File: config.mk
export PLATFORM = sky130hd
export DESIGN_NAME = sequence_generator
export DESIGN_NICKNAME = d
export VERILOG_FILES = /design/src/rtl/sequence_generator.sv
export SDC_FILE = /design/constraint.sdc
export NUM_CORES = 1
export LEC_CHECK = 0
export CORE_ASPECT_RATIO = 1.75
export CORE_MARGIN = 2
export CORE_UTILIZATION = 40
export DETAILED_ROUTE_END_ITERATION = 7
export GPL_TIMING_DRIVEN = 0
export REMOVE_ABC_BUFFERS = 1
export SYNTH_ARGS = -nofsm -noshare
export SYNTH_HDL_FRONTEND = slang
export SYNTH_SLANG_ARGS = --single-unit
File: constraint.sdc
create_clock -name clk -period 3.85 [get_ports clk]
set_input_delay 0.77 -clock clk [delete_from_list [all_inputs] [get_ports clk]]
set_output_delay 0.77 -clock clk [all_outputs]
set_load 0.1 [all_outputs]
File: src/rtl/sequence_generator.sv
// Serial stimulus source for the 01[0*]1 sequence detector, with a pattern count and 7-seg display.
// Latency: start is taken on the next edge; sig_out, busy and the pulses are flops; the display lags sent_count by 1 cycle.
// Backpressure: none. ena is a bit strobe, and the FSM and counters hold on edges where ena=0.
//
// Ports:
//   clk, rst      clock; synchronous active-high reset
//   ena           bit strobe; a bit state is left only on an edge with ena=1
//   start         single-cycle request, accepted only in IDLE
//   num_patterns  patterns to send (clamped to CNT_MAX)
//   gap_zeros     zeros between the two 1s of each pattern
//   sig_out       serial stream (idle high)
//   busy          high while not IDLE
//   pattern_end   1-cycle pulse after each END1 bit
//   done          1-cycle pulse after the last pattern (or right after a start with n=0)
//   sent_count    patterns completed since the last accepted start
//   disp0/disp1   ones/tens digit of sent_count, active-low 7-seg (gfedcba)
module sequence_generator #(
  parameter int GAP_W    = 4,
  parameter int SEP_ONES = 1,
  parameter int CNT_MAX  = 99
) (
  input  logic             clk,
  input  logic             rst,
  input  logic             ena,
  input  logic             start,
  input  logic [6:0]       num_patterns,
  input  logic [GAP_W-1:0] gap_zeros,
  output logic             sig_out,
  output logic             busy,
  output logic             pattern_end,
  output logic             done,
  output logic [6:0]       sent_count,
  output logic [6:0]       disp0,
  output logic [6:0]       disp1
);

  // The separator counter needs at least one bit, even when SEP_ONES is 0 and the SEP state is never entered.
  localparam int               SEP_W     = (SEP_ONES > 1) ? $clog2(SEP_ONES + 1) : 1;
  localparam logic [SEP_W-1:0] SEP_LOAD  = SEP_W'(SEP_ONES);
  localparam logic [6:0]       CNT_MAX_C = 7'(CNT_MAX);
  localparam logic [6:0]       SEG_ZERO  = 7'b1000000;

  typedef enum logic [2:0] {
    S_IDLE,
    S_LEAD0,
    S_MARK1,
    S_GAP,
    S_END1,
    S_SEP
  } state_t;

  state_t           state;
  logic [6:0]       remaining;
  logic [GAP_W-1:0] gap_cfg;
  logic [GAP_W-1:0] gap_cnt;
  logic [SEP_W-1:0] sep_cnt;
  logic [6:0]       n_clamped;

  assign n_clamped = (num_patterns > CNT_MAX_C) ? CNT_MAX_C : num_patterns;

  // Active-low segment codes, bit order gfedcba.
  function automatic logic [6:0] seg7(input logic [6:0] d);
    logic [6:0] s;
    case (d)
      7'd0:    s = 7'b1000000;
      7'd1:    s = 7'b1111001;
      7'd2:    s = 7'b0100100;
      7'd3:    s = 7'b0110000;
      7'd4:    s = 7'b0011001;
      7'd5:    s = 7'b0010010;
      7'd6:    s = 7'b0000010;
      7'd7:    s = 7'b1111000;
      7'd8:    s = 7'b0000000;
      7'd9:    s = 7'b0011000;
      default: s = 7'b1111111;
    endcase
    return s;
  endfunction

  // Every output is loaded together with the state it belongs to. As a result,
  // sig_out always shows the bit of the state just entered.
  always_ff @(posedge clk) begin
    if (rst) begin
      state       <= S_IDLE;
      sig_out     <= 1'b1;
      busy        <= 1'b0;
      pattern_end <= 1'b0;
      done        <= 1'b0;
      sent_count  <= 7'd0;
      remaining   <= 7'd0;
      gap_cfg     <= '0;
      gap_cnt     <= '0;
      sep_cnt     <= '0;
    end else begin
      pattern_end <= 1'b0;
      done        <= 1'b0;
      if (state == S_IDLE) begin
        // A start is taken without ena. A request with n=0 completes at once.
        if (start) begin
          gap_cfg    <= gap_zeros;
          remaining  <= n_clamped;
          sent_count <= 7'd0;
          if (n_clamped == 7'd0) begin
            done <= 1'b1;
          end else begin
            state   <= S_LEAD0;
            sig_out <= 1'b0;
            busy    <= 1'b1;
          end
        end
      end else if (ena) begin
        case (state)
          S_LEAD0: begin
            state   <= S_MARK1;
            sig_out <= 1'b1;
          end
          S_MARK1: begin
            if (gap_cfg == '0) begin
              state   <= S_END1;
              sig_out <= 1'b1;
            end else begin
              state   <= S_GAP;
              gap_cnt <= gap_cfg;
              sig_out <= 1'b0;
            end
          end
          S_GAP: begin
            // The counter holds the number of zero bits still to send, this one included.
            gap_cnt <= gap_cnt - 1'b1;
            if (gap_cnt <= 1) begin
              state   <= S_END1;
              sig_out <= 1'b1;
            end
          end
          S_END1: begin
            pattern_end <= 1'b1;
            sent_count  <= (sent_count >= CNT_MAX_C) ? CNT_MAX_C : sent_count + 7'd1;
            remaining   <= remaining - 7'd1;
            if (remaining <= 7'd1) begin
              // The last pattern has no separator. busy falls in the same cycle as done.
              state   <= S_IDLE;
              sig_out <= 1'b1;
              busy    <= 1'b0;
              done    <= 1'b1;
            end else if (SEP_ONES > 0) begin
              state   <= S_SEP;
              sep_cnt <= SEP_LOAD;
              sig_out <= 1'b1;
            end else begin
              state   <= S_LEAD0;
              sig_out <= 1'b0;
            end
          end
          S_SEP: begin
            sep_cnt <= sep_cnt - 1'b1;
            if (sep_cnt <= 1) begin
              state   <= S_LEAD0;
              sig_out <= 1'b0;
            end
          end
          default: begin
            state   <= S_IDLE;
            sig_out <= 1'b1;
            busy    <= 1'b0;
          end
        endcase
      end
    end
  end

  // The display follows sent_count on every clock, whatever ena is.
  always_ff @(posedge clk) begin
    if (rst) begin
      disp0 <= SEG_ZERO;
      disp1 <= SEG_ZERO;
    end else begin
      disp0 <= seg7(sent_count % 7'd10);
      disp1 <= seg7(sent_count / 7'd10);
    end
  end

endmodule

==> results.tsv, run 1 <==
stage	metric	value	unit
outcome	outcome	completed	
timing	drv_slew	0	
timing	fin_skew	0.00479	ns
clock_network	clock-sinks	43	
cells_and_area	final_cells	532	
routing	drtIter0Drc	168	
clock_network	cts_hold_buf	0	
cells_and_area	syn_to_final_growth	22.1	%
routing	wl_per_cell	15.1	microns
critical_path	r2r_cells	20	
yosys	seq_area_frac_synth	27.5	%
cells_and_area	utilization	50.4	%
run	cap_violations	0	
yosys	ys.flop_type	dfxtp_1	
timing	setup_viol	0	
cells_and_area	layout.nets	481	
timing	finalHoldWorstSlack	0.491	ns
cells_and_area	drive_above_1_share	12.2	%
min_path	hold_depth	2	
yosys	synthesis.area	0.00313	sq mm
clock_network	cts_inserted_buffers	5	
pwr	ir_worst_vdd	204	uV
global_routing	grt_use_total	19.4	%
placed_design	port_buffers	39	
die	coreArea	0.00757	sq mm
global_routing	grt_start_max_net_pins	45	
cells_and_area	antenna_cells	0	
critical_path	critPathMaxFanout	12	
die	ios	40	
placed_design	dpl-instance-area	0.00351	sq mm
yosys	synth_xor_xnor_area_share	1.64	%
yosys	postSynthAreaPerCell	7.70	sq um
critical_path	criticalPathCategory	flip-flop to flip-flop	
cells_and_area	final-seq-area	871	sq um
yosys	synth_top_family_by_area	compound AO/OA/AOI/OAI gates	
clock_network	cts_buffer_depth	2	
cells_and_area	post-route-cell-area	0.00381	sq mm
clock_network	cts_root_buf	clkbuf_16	
die	row_count	42	
timing	final_hold_viol_count	0	
critical_path	cp-end-kind	flip-flop	
global_routing	grt_pass1_wl	13500	microns
yosys	synth-async-reset-ratio	0	%
min_path	hold_path.class	flip-flop to flip-flop	
timing	fmax	277	MHz
placed_design	place_congestion	0.880	
yosys	yosys.area_share.adder	8.41	%
global_routing	grt-ovfl-total	0	
critical_path	timing.rr.end	disp0[5]$_SDFF_PP0_	
die	die_w	70.8	microns
die	initial_core_util	41.3	%
routing	wirelength	8060	microns
clock_network	clk_pin_slew_worst_paths	0.06	ns
global_routing	grt_pass1_vias	2980	
routing	vias	3109	
cells_and_area	fillCellCount	783	
critical_path	reg2reg_from	sent_count[5]$_SDFFE_PP0P_	
yosys	synth_compound_area_share	30.8	%
die	die_y	121	microns
min_path	min_from	sig_out$_SDFFE_PP1P_	
placed_design	dp_cells	513	
cells_and_area	multiInputGateArea	0.00214	sq mm
pwr	power_density	382	mW/mm^2
critical_path	worstSetupStartpointType	flip-flop	
clock_network	worstSkewPairLatency	0.29	ns
routing	drc_errors	0	
timing	period_share	93.6	%
timing	period_needed	3.60	ns
yosys	synthMuxAreaShare	1.00	%
critical_path	required	3.98	ns
min_path	holdPathEnd	sig_out$_SDFFE_PP1P_	
routing	postRouteAntennaNets	0	
yosys	ys_warn_count	0	
yosys	synth_cells	406	
critical_path	r2r_slack	0.25	ns
yosys	synthSimpleGateAreaFrac	24.5	%
clock_network	htree_num_levels	2	
die	die_area	0.00856	sq mm
timing	slew_headroom	34.1	%
timing	tightestPinTransition	0.985	ns
yosys	synth-edff-count	0	
clock_network	cts_tree	done	
yosys	yosysUniqueCellTypes	77	
pwr	p_total	1.46	mW
yosys	ys_seq_elements	43	
routing	drt-pass1-iter-count	5	
global_routing	antenna_found_initial	0	
routing	viasPerCell	5.84	
placed_design	dp_hpwl	5820	microns
critical_path	timing.critical_path.arrival	3.74	ns
pwr	leakage	1.32	nW
-- registers in the layout (all words and copies together), names as in the netlist --
name         cells
disp0            7
disp1            7
remaining        7
sent_count       7
gap_cfg          4
gap_cnt          4
state            3
busy             1
done             1
pattern_end      1
sig_out          1
-- final cells by class --
cell class | count | share of cell area (%)
inverters | 22 | 2.16
repair buffers | 52 | 12.7
clock buffers | 6 | 3.38
well taps | 88 | 2.89
multi-input cells | 321 | 56.1
flip-flops and latches | 43 | 22.8
-- worst max-delay path: stages (launching register included) --
cell	delay, ns
dfxtp_4	0.41
inv_1	0.13
ha_4	0.19
o21bai_2	0.23
a221oi_4	0.29
buf_4	0.17
a21oi_1	0.06
a22o_1	0.23
nor2_2	0.16
inv_2	0.08
ha_2	0.20
inv_1	0.10
nor2_2	0.06
a21oi_4	0.15
xnor2_1	0.14
inv_1	0.08
ha_1	0.22
o2111ai_1	0.21
o311ai_2	0.14
o21ai_0	0.09
a21oi_1	0.08
-- stage by stage --
stage / TNS (ns) / worst slack [ns]
after CTS: 0 / 0.00774
after global placement: -5.51 / -0.658
after floorplan: -7.36 / -0.798
final: 0 / 0.246
after detailed placement: -5.45 / -0.678
after global routing: -0.0785 / -0.0204
-- repair_timing --
action | CTS | global route
cloned | 0 | 0
resized for setup | 10 | 10
setup endpoints to repair | 14 | 14
setup buffers | 2 | 11
pin swaps | 2 | 5
-- routing by layer --
layer  vias up  routed length [microns]  track usage, %
met3        16                      244            2.74
met2        63                     4500            36.4
li1       1565                        -               -
met1      1465                     3100            20.3
met5         -                        0               0
met4         0                      218            10.3
-- logic make-up after synthesis --
group / after synthesis
XOR/XNOR: 5
AO/OA/AOI/OAI: 139
adder cells (fa/ha/maj): 21
flip-flops: 43
AND/OR/NAND/NOR: 153
multiplexers: 3
buffers and inverters: 42
-- cell usage after synthesis, types with 4 or more instances --
cell | instances | share of area, %
o21ai_0 | 30 | 4.8
and3_1 | 5 | 1.0
o211ai_1 | 5 | 1.2
nor2_1 | 43 | 5.2
nand2_1 | 39 | 4.7
a31oi_1 | 6 | 1.2
nand2b_1 | 4 | 0.80
nand3_1 | 15 | 2.4
dfxtp_1 | 43 | 28
a211oi_1 | 9 | 2.2
nor4_1 | 4 | 0.80
or3_1 | 5 | 1.0
a21oi_1 | 46 | 7.4
ha_1 | 21 | 8.4
nor3_1 | 14 | 2.2
inv_1 | 20 | 2.4
clkbuf_1 | 13 | 1.6
nor3b_1 | 5 | 1.2
xnor2_1 | 4 | 1.1
-- power breakdown --
part	internal (mW)	total (mW)	switching [mW]
Sequential	0.497	0.557	0.0597
Combinational	0.162	0.506	0.344
Clock	0.233	0.396	0.163
-- how the worst max path moves through the flow --
stage / from / to / slack (ns) / cells past startpoint
after floorplan: sent_count[4]$_SDFFE_PP0P_ / disp0[5]$_SDFF_PP0_ / -0.80 / 19
after global placement: sent_count[4]$_SDFFE_PP0P_ / disp0[5]$_SDFF_PP0_ / -0.66 / 19
after detailed placement: sent_count[5]$_SDFFE_PP0P_ / disp0[5]$_SDFF_PP0_ / -0.68 / 19
after CTS: sent_count[4]$_SDFFE_PP0P_ / disp0[3]$_SDFF_PP0_ / 0.008 / 16
after global routing: sent_count[5]$_SDFFE_PP0P_ / disp0[3]$_SDFF_PP0_ / -0.02 / 16
final: sent_count[5]$_SDFFE_PP0P_ / disp0[5]$_SDFF_PP0_ / 0.25 / 20
-- layout by cell type, fill, tap and decap left out, types with 6 or more instances in the layout --
master | netlist | final
o21ai_0 | 30 | 29
nand2_1 | 39 | 39
inv_1 | 20 | 20
ha_1 | 21 | 18
a31oi_1 | 6 | 6
nand3_1 | 15 | 15
dfxtp_1 | 43 | 39
nor2_1 | 43 | 42
a21oi_1 | 46 | 46
nor3_1 | 14 | 14
buf_4 | 3 | 13
clkdlybuf4s50_1 | 0 | 38
a211oi_1 | 9 | 9
Power figures use the tool's default switching activity.
==> inputs of run 2 (changes only) <==
--- a/config.mk
+++ b/config.mk
@@ -8,6 +8,7 @@
 export CORE_ASPECT_RATIO = 1.75
 export CORE_MARGIN = 2
 export CORE_UTILIZATION = 40
+export CTS_CLUSTER_DIAMETER = 150
 export DETAILED_ROUTE_END_ITERATION = 7
 export GPL_TIMING_DRIVEN = 0
 export REMOVE_ABC_BUFFERS = 1
==> results of run 2 <==
No change in the layout: final DEF, timing and power equal those of run 1.
==> patch 1: new RTL, config.mk and constraints of run 1 <==
Register the inputs `ena`, `start`, `num_patterns` and `gap_zeros` before use, cleared by the reset. The logic sees them one clock later. Comments in the files are not updated.
--- a/src/rtl/sequence_generator.sv
+++ b/src/rtl/sequence_generator.sv
@@ -49,6 +49,25 @@
     S_SEP
   } state_t;
 
+  logic ena_q;
+  logic start_q;
+  logic [6:0] num_patterns_q;
+  logic [GAP_W-1:0] gap_zeros_q;
+
+  always_ff @(posedge clk) begin
+    if (rst) begin
+      ena_q          <= '0;
+      start_q        <= '0;
+      num_patterns_q <= '0;
+      gap_zeros_q    <= '0;
+    end else begin
+      ena_q          <= ena;
+      start_q        <= start;
+      num_patterns_q <= num_patterns;
+      gap_zeros_q    <= gap_zeros;
+    end
+  end
+
   state_t           state;
   logic [6:0]       remaining;
   logic [GAP_W-1:0] gap_cfg;
@@ -56,7 +75,7 @@
   logic [SEP_W-1:0] sep_cnt;
   logic [6:0]       n_clamped;
 
-  assign n_clamped = (num_patterns > CNT_MAX_C) ? CNT_MAX_C : num_patterns;
+  assign n_clamped = (num_patterns_q > CNT_MAX_C) ? CNT_MAX_C : num_patterns_q;
 
   // Active-low segment codes, bit order gfedcba.
   function automatic logic [6:0] seg7(input logic [6:0] d);
@@ -96,8 +115,8 @@
       done        <= 1'b0;
       if (state == S_IDLE) begin
         // A start is taken without ena. A request with n=0 completes at once.
-        if (start) begin
-          gap_cfg    <= gap_zeros;
+        if (start_q) begin
+          gap_cfg    <= gap_zeros_q;
           remaining  <= n_clamped;
           sent_count <= 7'd0;
           if (n_clamped == 7'd0) begin
@@ -108,7 +127,7 @@
             busy    <= 1'b1;
           end
         end
-      end else if (ena) begin
+      end else if (ena_q) begin
         case (state)
           S_LEAD0: begin
             state   <= S_MARK1;
Function: changed (Yosys sat finds a counterexample within 4 cycles, from zero or initial values and one cycle with rst high).
==> patch 1 against run 1 <==
- worst setup slack gained 150 ps
- non-clock buffer count shrank 12
- critical path type unchanged
- first-iteration DRC count grew 18%
- routed wire length shrank 2.5%
- highest routed layer unchanged
- power shrank 1.1%
- sequential cell count grew 13
- area after synthesis grew 6.4%
- sequential share of layout area grew 6.3 points
- design area grew 1.2%
==> patch 1: results (changes against run 1) <==
* Status: complete, no violations (unchanged)
* Total Routing Usage GR at 0.181 (was 0.194)
* Post-Synth Adder-Cell Area at 0.0640 (was 0.0841)
* Global-route wire length before repair at 13.2 mm (was 13.5 mm)
* Post-DP Area at 3710 um2 (was 3510 um2)
* Compound-Gate Fraction of Synth Area at 0.260 (was 0.308)
* Vias/cell at 5.81 (was 5.84)
* Post-synthesis cell type count at 61 (was 77)
* Fillers at 834 (was 783)
* Initial DRC Count at 199 (was 168)
* R2r setup slk at 400 ps (was 250 ps)
* Leak at 1.45 nW (was 1.32 nW)
* Layout cells sized above 1 at 0.0445 (was 0.122)
* Largest net degree at the start of global routing at 53 (was 45)
* Worst endpoint data arrival time at 3600 ps (was 3740 ps)
* Peak VDD IR at 0.000205 V (was 0.000204 V)
* Worst Hold Margin at 434 ps (was 491 ps)
* Worst Setup EP: disp0[6] (was disp0[5])
* Worst-margin pin slew at 1180 ps (was 985 ps)
* Avg Cell Area, Syn at 7.70 um2 (about the same)
* Post-Synth XOR/XNOR Area at 0.0158 (was 0.0164)
* Hold EP: gap_cfg[0] (was sig_out)
* Pre-CTS WS at 167 ps (was -678 ps)
* Fin nets at 480 (was 481)
* Largest cells by area after synthesis: dfxtp_1 34%, ha_1 6.4%, a21oi_1 6.3%, o21ai_0 4.8%, nand2_1 4.7% (was dfxtp_1 28%, ha_1 8.4%, a21oi_1 7.4%, nor2_1 5.2%, o21ai_0 4.8%)
* Hpwl dp at 5.63 mm (was 5.82 mm)
* Dpl cells at 533 (was 513)
* Crit path largest cell delay at 570 ps (was 410 ps)
* Area Overhead vs Synth at 16.2% (was 22.1%)
* Critical path's slowest cell: dfxtp_2 (was dfxtp_4)
* Sequential share of the synthesized area at 0.337 (was 0.275)
* Worst clock skew at 7.36 ps (was 4.79 ps)
* Mux share of post-synthesis cell area at 0.0124 (was 0.0100)
* WL/cell at 14.5 um (was 15.1 um)
* Number of global-route vias before repair at 2,924 (was 2,980)
## patch 1: cell families after synthesis
logic type	after synthesis
fa+ha+maj	17
flops	56
simple gates	165
compound gates	135
buf+inv	49
xor+xnor	6
mux	4
## patch 1: power by group
part           total (W)  switching, W  leakage [nW]  internal [W]
clock           0.000470      0.000210        0.0701      0.000260
combinational   0.000320      0.000210         0.916      0.000110
sequential      0.000653     0.0000416         0.459      0.000611
## patch 1: layout make-up
type,instances,area share
Multi-Input combinational cell,327,0.517
Sequential cell,56,0.292
Clock buffer,7,0.0369
Tap cell,92,0.0298
Inverter,18,0.0175
Timing Repair Buffer,40,0.105
Clock inverter,1,0.00194
## patch 1: repair_timing
action                                  4_1_cts  5_1_grt
buffers inserted                              0        0
resized for setup                             0        4
endpoints found under the setup margin        0        6
## patch 1: layer usage
metal	track usage	vias to the layer above	part of all wire
met5	0	-	0
met4	0.0969	0	0.040
met3	0.0251	21	0.024
met2	0.331	67	0.55
met1	0.189	1468	0.38
li1	-	1585	-
==> patch 2: new RTL, settings of run 1 <==
Without the edit above. Change the parameter `GAP_W` from 4 to 3.
--- a/src/rtl/sequence_generator.sv
+++ b/src/rtl/sequence_generator.sv
@@ -15,7 +15,7 @@
 //   sent_count    patterns completed since the last accepted start
 //   disp0/disp1   ones/tens digit of sent_count, active-low 7-seg (gfedcba)
 module sequence_generator #(
-  parameter int GAP_W    = 4,
+  parameter int GAP_W    = 3,
   parameter int SEP_ONES = 1,
   parameter int CNT_MAX  = 99
 ) (
Interface: changed (resized gap_zeros); port bits go from 40 to 39. The function was not compared with the original's and may differ.
==> patch 2 against run 1 <==
- synthesized cell count is 3.4% higher
- critical path depth is 5 lower
- fmax up 1.4%
- hold slack worse by 13 ps
- sequential cell count down 2
- design area down 3.5%
- power rose by 3.6%
- routed wire length increased by 1.3%
- utilization down 1.8 points
- area after synthesis is 0.12% higher
- worst setup slack gained 51 ps
- clock skew is 0.83 ps higher
- non-clock buffer count decreased by 13
- global-route usage rose by 0.42 points
==> patch 2: results (changes against run 1) <==
* Total Routing Usage GR at 0.198 (was 0.194)
* List of most frequent post-synthesis cells: 50 x nor2_1, 43 x a21oi_1, 41 x dfxtp_1 (was 46 x a21oi_1, 43 x dfxtp_1, 43 x nor2_1)
* Part of the cycle the worst path needs at 0.923 (was 0.936)
* Hpwl dp at 5.78 mm (was 5.82 mm)
* Detailed-route wire length at 8.16 mm (was 8.06 mm)
* Post-Synth XOR/XNOR Area at 0.0136 (was 0.0164)
* Crit path largest cell delay at 530 ps (was 410 ps)
* Post-Synth Adder-Cell Area at 0.0680 (was 0.0841)
* Mux share of post-synthesis cell area at 0.0132 (was 0.0100)
* Post-DP Area at 3450 um2 (was 3510 um2)
* R2r setup slk at 300 ps (was 250 ps)
* Post-synthesis cell type count at 73 (was 77)
* Global-route wire length before repair at 13.9 mm (was 13.5 mm)
* Worst-margin pin slew at 1180 ps (was 985 ps)
* Dpl cells at 516 (was 513)
* Largest net degree at the start of global routing at 42 (was 45)
* Worst Setup SP: sent_count[6] (was sent_count[5])
* Number of port buffers at 38 (was 39)
* Status: complete, no violations (unchanged)
* Worst Hold Margin at 478 ps (was 491 ps)
* Compound-Gate Fraction of Synth Area at 0.304 (was 0.308)
* Gpl congestion at 0.866 (was 0.880)
* Pre-CTS WS at -660 ps (was -678 ps)
* Crit-path max FO at 27 (was 12)
* Sequential share of the synthesized area at 0.262 (was 0.275)
* Vias at 3,180 (was 3,109)
* CP delay by family, top: simple AND/OR/NAND/NOR gates (was compound AO/OA/AOI/OAI gates)
* Leak at 1.39 nW (was 1.32 nW)
* Avg Cell Area, Syn at 7.45 um2 (was 7.70 um2)
* Initial DRC Count at 204 (was 168)
* Worst endpoint data arrival time at 3730 ps (was 3740 ps)
* Peak VDD IR at 0.000348 V (was 0.000204 V)
-- patch 2: where the power goes --
| group | switching [W] | internal, W | leakage (nW) |
|---|---|---|---|
| Sequential | 0.0000514 | 0.000468 | 0.337 |
| Clock | 0.000174 | 0.000323 | 0.0831 |
| Combinational | 0.000329 | 0.000163 | 0.966 |
-- patch 2: what timing repair did --
item                                    in CTS  in global routing
buffers inserted                             0                  1
endpoints found under the setup margin      14                  7
hold buffers                                 0                  0
pin swaps                                    0                  1
resized for setup                            9                  6
-- patch 2: path summary, 6_finish.rpt --
kind / end
worst min register to register: sig_out
worst max register to register: disp1[6]
worst min-delay path: sig_out
worst max-delay path: disp1[6]
-- patch 2: layer usage --
metal	up-vias	share of wire	track usage
li1	1567	-	-
met1	1509	0.38	0.215
met2	88	0.55	0.364
met3	16	0.040	0.0316
met4	0	0.030	0.0979
met5	-	0	0
-- patch 2: logic make-up (layout without fill, tap and decap cells) --
logic type / after synthesis / after routing
AND/OR/NAND/NOR: 163 / 163
adder cells (fa/ha/maj): 17 / 17
XOR/XNOR: 4 / 4
multiplexers: 4 / 4
buffers and inverters: 47 / 64
AO/OA/AOI/OAI: 144 / 144
flip-flops: 41 / 41
-- patch 2: layout make-up --
cell class,instances,area (um2)
clock buffers,6,139
clock inverters,2,37.5
fillers,784,3890
inverters,17,63.8
multi-input cells,332,2110
flip-flops and latches,41,837
well taps,88,110
repair buffers,39,383
-- patch 2: worst min-delay path: stages (launching register included) --
cell and delay [ps]:
dfxtp_1 310, inv_1 40, o21ai_0 70
